$ cat config.mk
export PLATFORM = sky130hd
export DESIGN_NAME = bomb_countdown
export DESIGN_NICKNAME = d
export VERILOG_FILES = /design/src/rtl/timer_pkg.sv /design/src/rtl/bcd_mmss_sub.sv /design/src/rtl/bomb_countdown.sv
export SDC_FILE = /design/constraint.sdc
export NUM_CORES = 1
export LEC_CHECK = 0
export ABC_AREA = 1
export CORE_MARGIN = 4
export CORE_UTILIZATION = 53
export DETAILED_ROUTE_END_ITERATION = 10
export GPL_TIMING_DRIVEN = 0
export PLACE_DENSITY_LB_ADDON = 0.12
export SYNTH_ARGS = -nofsm -noshare
export SYNTH_HDL_FRONTEND = slang
export SYNTH_SLANG_ARGS = --single-unit
$ cat constraint.sdc
create_clock -name clk -period 8.1 [get_ports clk]
set_input_delay 0.81 -clock clk [delete_from_list [all_inputs] [get_ports clk]]
set_output_delay 0.81 -clock clk [all_outputs]
set_load 0.01 [all_outputs]
$ cat src/rtl/timer_pkg.sv
// Shared definitions for the countdown timer: FSM state type, BCD digit
// limits and the load-time digit clamp.
package timer_pkg;

  typedef enum logic [1:0] {
    ST_IDLE    = 2'd0,
    ST_RUN     = 2'd1,
    ST_PAUSE   = 2'd2,
    ST_EXPIRED = 2'd3
  } state_t;

  localparam logic [3:0] BCD_DIGIT_MAX   = 4'd9;
  localparam logic [3:0] BCD_SS_TENS_MAX = 4'd5;

  function automatic logic [3:0] clamp_digit(input logic [3:0] d, input logic [3:0] mx);
    return (d > mx) ? mx : d;
  endfunction

  // Forces an arbitrary {mm, ss} byte pair into a legal MM:SS BCD value.
  function automatic logic [15:0] load_clamp(input logic [7:0] mm, input logic [7:0] ss);
    return {clamp_digit(mm[7:4], BCD_DIGIT_MAX),
            clamp_digit(mm[3:0], BCD_DIGIT_MAX),
            clamp_digit(ss[7:4], BCD_SS_TENS_MAX),
            clamp_digit(ss[3:0], BCD_DIGIT_MAX)};
  endfunction

endpackage

$ cat src/rtl/bcd_mmss_sub.sv
// Combinational MM:SS BCD minus N seconds, floored at 00:00.
// sat is high when the subtraction reaches or passes zero, i.e. the result
// is 00:00.
module bcd_mmss_sub (
  input  logic [15:0] mmss_in,
  input  logic [12:0] sub_sec,
  output logic [15:0] mmss_out,
  output logic        sat
);

  logic [12:0] total;
  logic [12:0] rem;
  logic [6:0]  mm_bin;
  logic [5:0]  ss_bin;

  // Go through binary seconds so the minute/second borrow falls out of the
  // divide instead of a chain of per-digit borrows.
  always_comb begin
    total  = 13'(mmss_in[15:12]) * 13'd600 + 13'(mmss_in[11:8]) * 13'd60
           + 13'(mmss_in[7:4]) * 13'd10 + 13'(mmss_in[3:0]);
    sat    = (sub_sec >= total);
    rem    = sat ? 13'd0 : (total - sub_sec);
    mm_bin = 7'(rem / 13'd60);
    ss_bin = 6'(rem % 13'd60);
    mmss_out = {4'(mm_bin / 7'd10), 4'(mm_bin % 7'd10),
                4'(ss_bin / 6'd10), 4'(ss_bin % 6'd10)};
  end

endmodule

$ cat src/rtl/bomb_countdown.sv
// MM:SS countdown timer with pause, load presets and expiry pulse.
// Optional feature: define BOMB_COUNTDOWN_PENALTY_EN to honour the penalty
// input; otherwise the port exists but is ignored.
//
// state    | meaning
// ---------+----------------------------------------------
// IDLE     | preset loaded, waiting for start
// RUN      | counting ms_tick pulses, decrementing seconds
// PAUSE    | frozen, ms counter held
// EXPIRED  | reached 00:00, only load leaves
module bomb_countdown
  import timer_pkg::*;
#(
  parameter int MS_PER_SEC  = 1000,
  parameter int PENALTY_SEC = 10
) (
  input  logic        clk,
  input  logic        rst,
  input  logic        ms_tick,
  input  logic        load,
  input  logic [7:0]  load_mm,
  input  logic [7:0]  load_ss,
  input  logic        start,
  input  logic        pause,
  input  logic        penalty,
  output logic [15:0] digits,
  output logic        sec_tick,
  output logic        running,
  output logic        expired,
  output logic        boom
);

  localparam int MS_W = (MS_PER_SEC > 1) ? $clog2(MS_PER_SEC) : 1;
  localparam logic [MS_W-1:0] MS_LAST = MS_W'(MS_PER_SEC - 1);

  state_t          state, state_nxt;
  logic [MS_W-1:0] ms_cnt, ms_cnt_nxt;
  logic [15:0]     digits_nxt;
  logic            sec_tick_nxt, boom_nxt;
  logic            sec_due, pen_due;
  logic [12:0]     sub_amt;
  logic [15:0]     sub_res;
  logic            sub_sat;

  assign sec_due = (state == ST_RUN) && ms_tick && (ms_cnt == MS_LAST);

`ifdef BOMB_COUNTDOWN_PENALTY_EN
  localparam int PEN_CLAMP = (PENALTY_SEC > 5999) ? 5999 : PENALTY_SEC;
  localparam logic [12:0] PEN_AMT = 13'(PEN_CLAMP);

  // A penalty landing on a second boundary takes the extra second too.
  assign pen_due = penalty && ((state == ST_RUN) || (state == ST_PAUSE));
  assign sub_amt = pen_due ? (PEN_AMT + 13'(sec_due)) : 13'd1;
`else
  localparam int unused_pen_sec = PENALTY_SEC;
  logic unused_penalty;

  assign unused_penalty = penalty;
  assign pen_due        = 1'b0;
  assign sub_amt        = 13'd1;
`endif

  bcd_mmss_sub u_sub (
    .mmss_in  (digits),
    .sub_sec  (sub_amt),
    .mmss_out (sub_res),
    .sat      (sub_sat)
  );

  // Next-state and next-output decode; load > penalty > second > pause > start.
  always_comb begin
    state_nxt    = state;
    ms_cnt_nxt   = ms_cnt;
    digits_nxt   = digits;
    sec_tick_nxt = 1'b0;
    boom_nxt     = 1'b0;
    if (load) begin
      state_nxt  = ST_IDLE;
      digits_nxt = load_clamp(load_mm, load_ss);
      ms_cnt_nxt = '0;
    end else begin
      case (state)
        ST_IDLE: begin
          if (start) begin
            if (digits == 16'h0000) begin
              state_nxt = ST_EXPIRED;
              boom_nxt  = 1'b1;
            end else begin
              state_nxt = ST_RUN;
            end
          end
        end
        ST_RUN: begin
          if (ms_tick) ms_cnt_nxt = sec_due ? '0 : ms_cnt + 1'b1;
          if (pen_due || sec_due) begin
            digits_nxt   = sub_res;
            sec_tick_nxt = sec_due;
            if (sub_sat) begin
              state_nxt = ST_EXPIRED;
              boom_nxt  = 1'b1;
            end
          end else if (pause) begin
            state_nxt = ST_PAUSE;
          end
        end
        ST_PAUSE: begin
          if (pen_due) begin
            digits_nxt = sub_res;
            if (sub_sat) begin
              state_nxt = ST_EXPIRED;
              boom_nxt  = 1'b1;
            end
          end else if (start) begin
            if (digits == 16'h0000) begin
              state_nxt = ST_EXPIRED;
              boom_nxt  = 1'b1;
            end else begin
              state_nxt = ST_RUN;
            end
          end
        end
        default: begin
          digits_nxt = 16'h0000;
        end
      endcase
    end
  end

  // State and registered outputs; reset wins over everything including load.
  always_ff @(posedge clk) begin
    if (!rst) begin
      state    <= ST_IDLE;
      ms_cnt   <= '0;
      digits   <= 16'h0000;
      sec_tick <= 1'b0;
      running  <= 1'b0;
      expired  <= 1'b0;
      boom     <= 1'b0;
    end else begin
      state    <= state_nxt;
      ms_cnt   <= ms_cnt_nxt;
      digits   <= digits_nxt;
      sec_tick <= sec_tick_nxt;
      running  <= (state_nxt == ST_RUN);
      expired  <= (state_nxt == ST_EXPIRED);
      boom     <= boom_nxt;
    end
  end

endmodule

# Yosys cells after proc, flatten, opt, wreduce, memory -nomap -nowiden
# Index checks and enable logic that the tools add are counted.
# W data, S select, Z words.
# word_totals
regBits	32
inputBits	23
output_inout_bits	20
wordCells	66
# classes
add_sub_neg	5
mul	3
div_mod_pow	6
order_cmp	5
n_eq_ne	7
n_mux	22
bitwise_logic	2
reduce_logical	9
# ops
cell	n
$mux W16	2
$pmux W16 S2	1
$logic_not A16 Y1	1
$mux W4	4
$add A13 B10 Y13	1
$add A13 B4 Y13	1
$add A13 B8 Y13	1
$div A13 B6 Y13 const B	1
$ge A1 B13 Y1 const A	1
$mod A13 B6 Y13 const B	1
$mux W13	1
$sub A13 B1 Y13 const B	1
$gt A4 B4 Y1 const B	3
$mux W2	6
$add A10 B1 Y10 const B	1
$eq A10 B10 Y1 const B	1
$mul A4 B7 Y10 const B	1
$mux W10	1
$mul A4 B4 Y8 const B	1
$div A7 B4 Y7 const B	1
$mod A7 B4 Y7 const B	1
$mul A4 B3 Y7 const B	1
$div A6 B4 Y6 const B	1
$mod A6 B4 Y6 const B	1
14 further kinds	24

# Longest topological paths before layout
# depth
word_depth	11
ltp_mapped	78
ltp_nobuf	78

# Hierarchy
# Synthesis repeated with hierarchy kept, for this count alone.
# unflattened
cells_unflattened	881
area_unflattened_um2	5748.0
# by_module_without_submodules
mod	instances	cells_per_inst	area_each_um2	seq_area_each_um2
bcd_mmss_sub	1	646	4085.2	0.0
bomb_countdown	1	235	1662.8	640.6

# Least setup slack after synthesis
# OpenSTA, ideal clock, no wires.
# synth_path
path_kind	register -> register
startpoint	reg digits[10]
endpoint	reg digits[9]
setup_time_ns	0.070
t_arrival_ns	8.455
required_time_ns	8.030
setup_slack_ns	-0.425
path_stages_with_launch	67
n_path_buf	1
period_less_slack_ns	8.525
cell_sequence	dfxtp_1 > fa_1 > fa_1 > fa_1 > xor2_1 > fa_1 > ha_1 > ha_1 > or2_1 > nand2_1 > nand2_1 > nand2_2 > inv_1 > nor3_1 > nand3_1 > nand2_2 > buf_6 > nor2_2 > (+31 left out) > nand2_1 > nand2_1 > ha_1 > nand3_1 > nand2_1 > nand3_2 > nand2_2 > nand2_1 > nand2_1 > ha_1 > inv_1 > nand3_1 > nand2_1 > inv_2 > nand3_2 > nand2_1 > nand3_1 > a21oi_1
# synth_via
elab_chain_cells	11
word_cells_on_any_way	12
classes_between	4 x add/sub; 1 x mul; 2 x div; 1 x order compare; 4 x mux
# synth_rtl
element	line	text
start: declaration	bomb_countdown.sv:26	output logic [15:0] digits,
start signal: assignment	bomb_countdown.sv:142	digits <= digits_nxt;
$mul A4 B4 Y8 *	bcd_mmss_sub.sv:19	total = 13'(mmss_in[15:12]) * 13'd600 + 13'(mmss_in[11:8]) * 13'd60
$add A13 B10 Y13 *	bcd_mmss_sub.sv:19	
$add A13 B8 Y13 *	bcd_mmss_sub.sv:20	+ 13'(mmss_in[7:4]) * 13'd10 + 13'(mmss_in[3:0]);
$add A13 B4 Y13 *	bcd_mmss_sub.sv:20	
$sub A13 B1 Y13 / $ge A1 B13 Y1 (equally long branches)	bcd_mmss_sub.sv:22, bcd_mmss_sub.sv:21	
$mux W13 *	bcd_mmss_sub.sv:22	rem = sat ? 13'd0 : (total - sub_sec);
$div A13 B6 Y13 *	bcd_mmss_sub.sv:23	mm_bin = 7'(rem / 13'd60);
$mod A7 B4 Y7 *	bcd_mmss_sub.sv:25	mmss_out = {4'(mm_bin / 7'd10), 4'(mm_bin % 7'd10),
$mux W16 *	bomb_countdown.sv:95	if (pen_due || sec_due) begin
$pmux W16 S2 *	bomb_countdown.sv:82	case (state)
$mux W16 *	bomb_countdown.sv:77	if (load) begin
# Every way passes the cells marked *; elsewhere a longest branch is shown, timed or not. The select of a mux whose other input is x is not followed.
# A chain may end at the register's enable or synchronous reset.

# Worst setup path after layout
# layout_path
startpoint	reg digits[9]
endpoint	reg digits[10]
# The elaborated chain is that of the path after synthesis.

==> results.ini <==
[global_route]
antenna_found_initial = 0
grt-ovfl-total = 0
grt_util_all_layers_pct = 23.9
grt_pass1_wl_mm = 23.3
grt_pass1_vias = 5396
grt_max_degree = 11

[clock_tree]
cts_tree = yes
clockBufferDepth = 2
clk_pin_slew_ns = 0.06
cts.sinks = 32
cts_hold_buffers = 0
clk_latency_ns = 0.29
numCtsBuffers = 5
h-tree-depth = 2
root_buffer = clkbuf_8

[timing]
rsz0062_at_grt = true
fin_crit_sh_pct = 113
tns_ns = -9.47
max_freq_mhz = 109
fin_crit_ns = 9.15
worst_slack_ns = -1.05
drv_slew = 0
finalHoldViolCount = 0
setup_viol = 12
slew_headroom_pct = 26.1
worst_pin_slew_ns = 1.10
skew_ns = 0.00656

[placement]
dp_cells = 981
gp_congestion = 0.870
port_buffers = 40
hpwlAfterDp_mm = 10.5
placed_area_sq_um = 6060

[logic_synthesis]
seq_area_frac_synth_pct = 12.1
syn_area_per_cell_sq_um = 6.54
synthFlopType = dfxtp_1
synthCells = 808
yosysWarnings = 0
synth_top_cell_area_share_pct = 14.9
synthTopCellsByCount = nand2_1 (198), inv_1 (108), ha_1 (63), nand3_1 (63), nor2_1 (54)
syn-num-nets = 909
syn_area_sq_um = 5290
synth.distinct_cells = 48
synth_area_leader_cell = ha_1
synth_edf_count = 0
synthTopCellsByArea = ha_1 (15%), nand2_1 (14%), dfxtp_1 (12%), inv_1 (7.7%), nand3_1 (6.0%)
async_flop_share_pct = 0
synth_most_common_cell = nand2_1
ys_ff_latch = 32

[setup_path]
crit_fanout = 5
max_stage_delay_ns = 0.61
cp_slowest_cell = fa_1
cp.required_ns = 8.32
cp-start-kind = flip-flop
critPathKind = reg -> reg
crit_path_end_kind = flip-flop
worstPathArrival_ns = 9.37
crit_top_cell = nand2_2

[layout]
fin_util_pct = 77.5
layoutNonFillerInstCount = 1065
fin_nets = 1032
drive_gt1_share_pct = 36.4
final_area_sq_um = 7540
n_antenna_cell = 0
area_delta_synth_final_pct = 42.6
fillers = 661

[drt]
drt_wl_total_mm = 16.3
dr.pass1.iters = 5
vias_per_cell = 5.52
wl_per_cell_microns = 15.3
dr_total_vias = 5876
ant_nets = 0
drtIter0Drc = 345
drc = 0

[hold_path]
hp-class = reg -> reg

[floorplan]
die_w_microns = 108
die_y_microns = 108
ios = 43
start_util_pct = 54.3
die_area_sq_um = 11600
num_rows = 36
fp.coreArea_sq_um = 9730

[job]
cap_violations = 0

[status]
status = complete, but fails checks
violations = setup timing

-- worst max-delay path, delay by kind of cell, from the launching register on --
kind                     cells  cell delay, ns
buffers and inverters        7            0.53
XOR/XNOR                     1            0.16
adder cells (fa/ha/maj)      8            2.74
flip-flops                   1            0.36
AND/OR/NAND/NOR             45            4.79
AO/OA/AOI/OAI                3            0.47
-- kinds of logic (layout without fill, tap and decap cells) --
| logic type | count (synthesis) | after routing | share of synthesized area (%) |
|---|---|---|---|
| buffers and inverters | 134 | 258 | 9.70 |
| XOR/XNOR | 18 | 18 | 2.98 |
| AO/OA/AOI/OAI | 107 | 107 | 12.4 |
| AND/OR/NAND/NOR | 439 | 439 | 42.3 |
| flip-flops | 32 | 32 | 12.1 |
| adder cells (fa/ha/maj) | 78 | 78 | 20.6 |
-- path summary, 6_finish.rpt --
kind | start | endpoint | slack, ns | depth (start not counted)
min | ms_cnt[7] | ms_cnt[7] | 0.49 | 2
max | digits[9] | digits[10] | -1.05 | 64
min reg2reg | ms_cnt[7] | ms_cnt[7] | 0.49 | 2
max reg2reg | digits[9] | digits[10] | -1.05 | 64
-- layer usage --
| metal | global-route usage, % | up-vias | wire length [microns] |
|---|---|---|---|
| met2 | 44.4 | 178 | 8380 |
| met5 | 0 | - | 0 |
| li1 | - | 2881 | - |
| met3 | 2.34 | 68 | 683 |
| met4 | 6.67 | 0 | 652 |
| met1 | 29.1 | 2749 | 6580 |
-- cells in the final DEF (no fill, tap or decap), types with 19 or more instances in the layout --
cell type / n
o21ai_0: 26
nand2_2: 57
dfxtp_1: 28
nand3_2: 24
nand2_4: 43
nand2_1: 149
nand3_1: 43
nor2_1: 44
inv_1: 99
clkdlybuf4s50_1: 40
buf_4: 66
ha_1: 46
inv_2: 19
-- repair_timing --
| item | 4_1_cts | 5_1_grt |
|---|---|---|
| setup buffers | 47 | 30 |
| resized for setup | 72 | 122 |
| pin swaps | 64 | 85 |
| setup endpoints to repair | 10 | 13 |
-- cell type report --
| cell class | count | area, sq um | share of cell area, % |
|---|---|---|---|
| Clock buffer | 6 | 82.6 | 1.10 |
| Multi-Input combinational cell | 642 | 5060 | 67.2 |
| Clock inverter | 2 | 10.0 | 0.133 |
| Buffer | 8 | 43.8 | 0.581 |
| Timing Repair Buffer | 116 | 1030 | 13.6 |
| Inverter | 126 | 493 | 6.54 |
| Tap cell | 133 | 166 | 2.21 |
| Sequential cell | 32 | 653 | 8.66 |
-- registers in the layout (all words and copies together) (netlist names) --
register	cells
state	2
expired	1
ms_cnt	10
running	1
sec_tick	1
boom	1
digits	16
-- per-stage QoR --
stage	hold slack, ns	worst slack, ns
2_1_floorplan	0.451	-0.199
3_3_place_gp	0.466	-0.890
3_5_place_dp	0.476	-1.17
4_1_cts	0.491	-0.496
5_1_grt	0.522	-1.47
6_report	0.489	-1.05
Power is left out: the tool's default activity adds up to more than one toggle a clock period on the data nets, which glitch-free logic cannot reach.
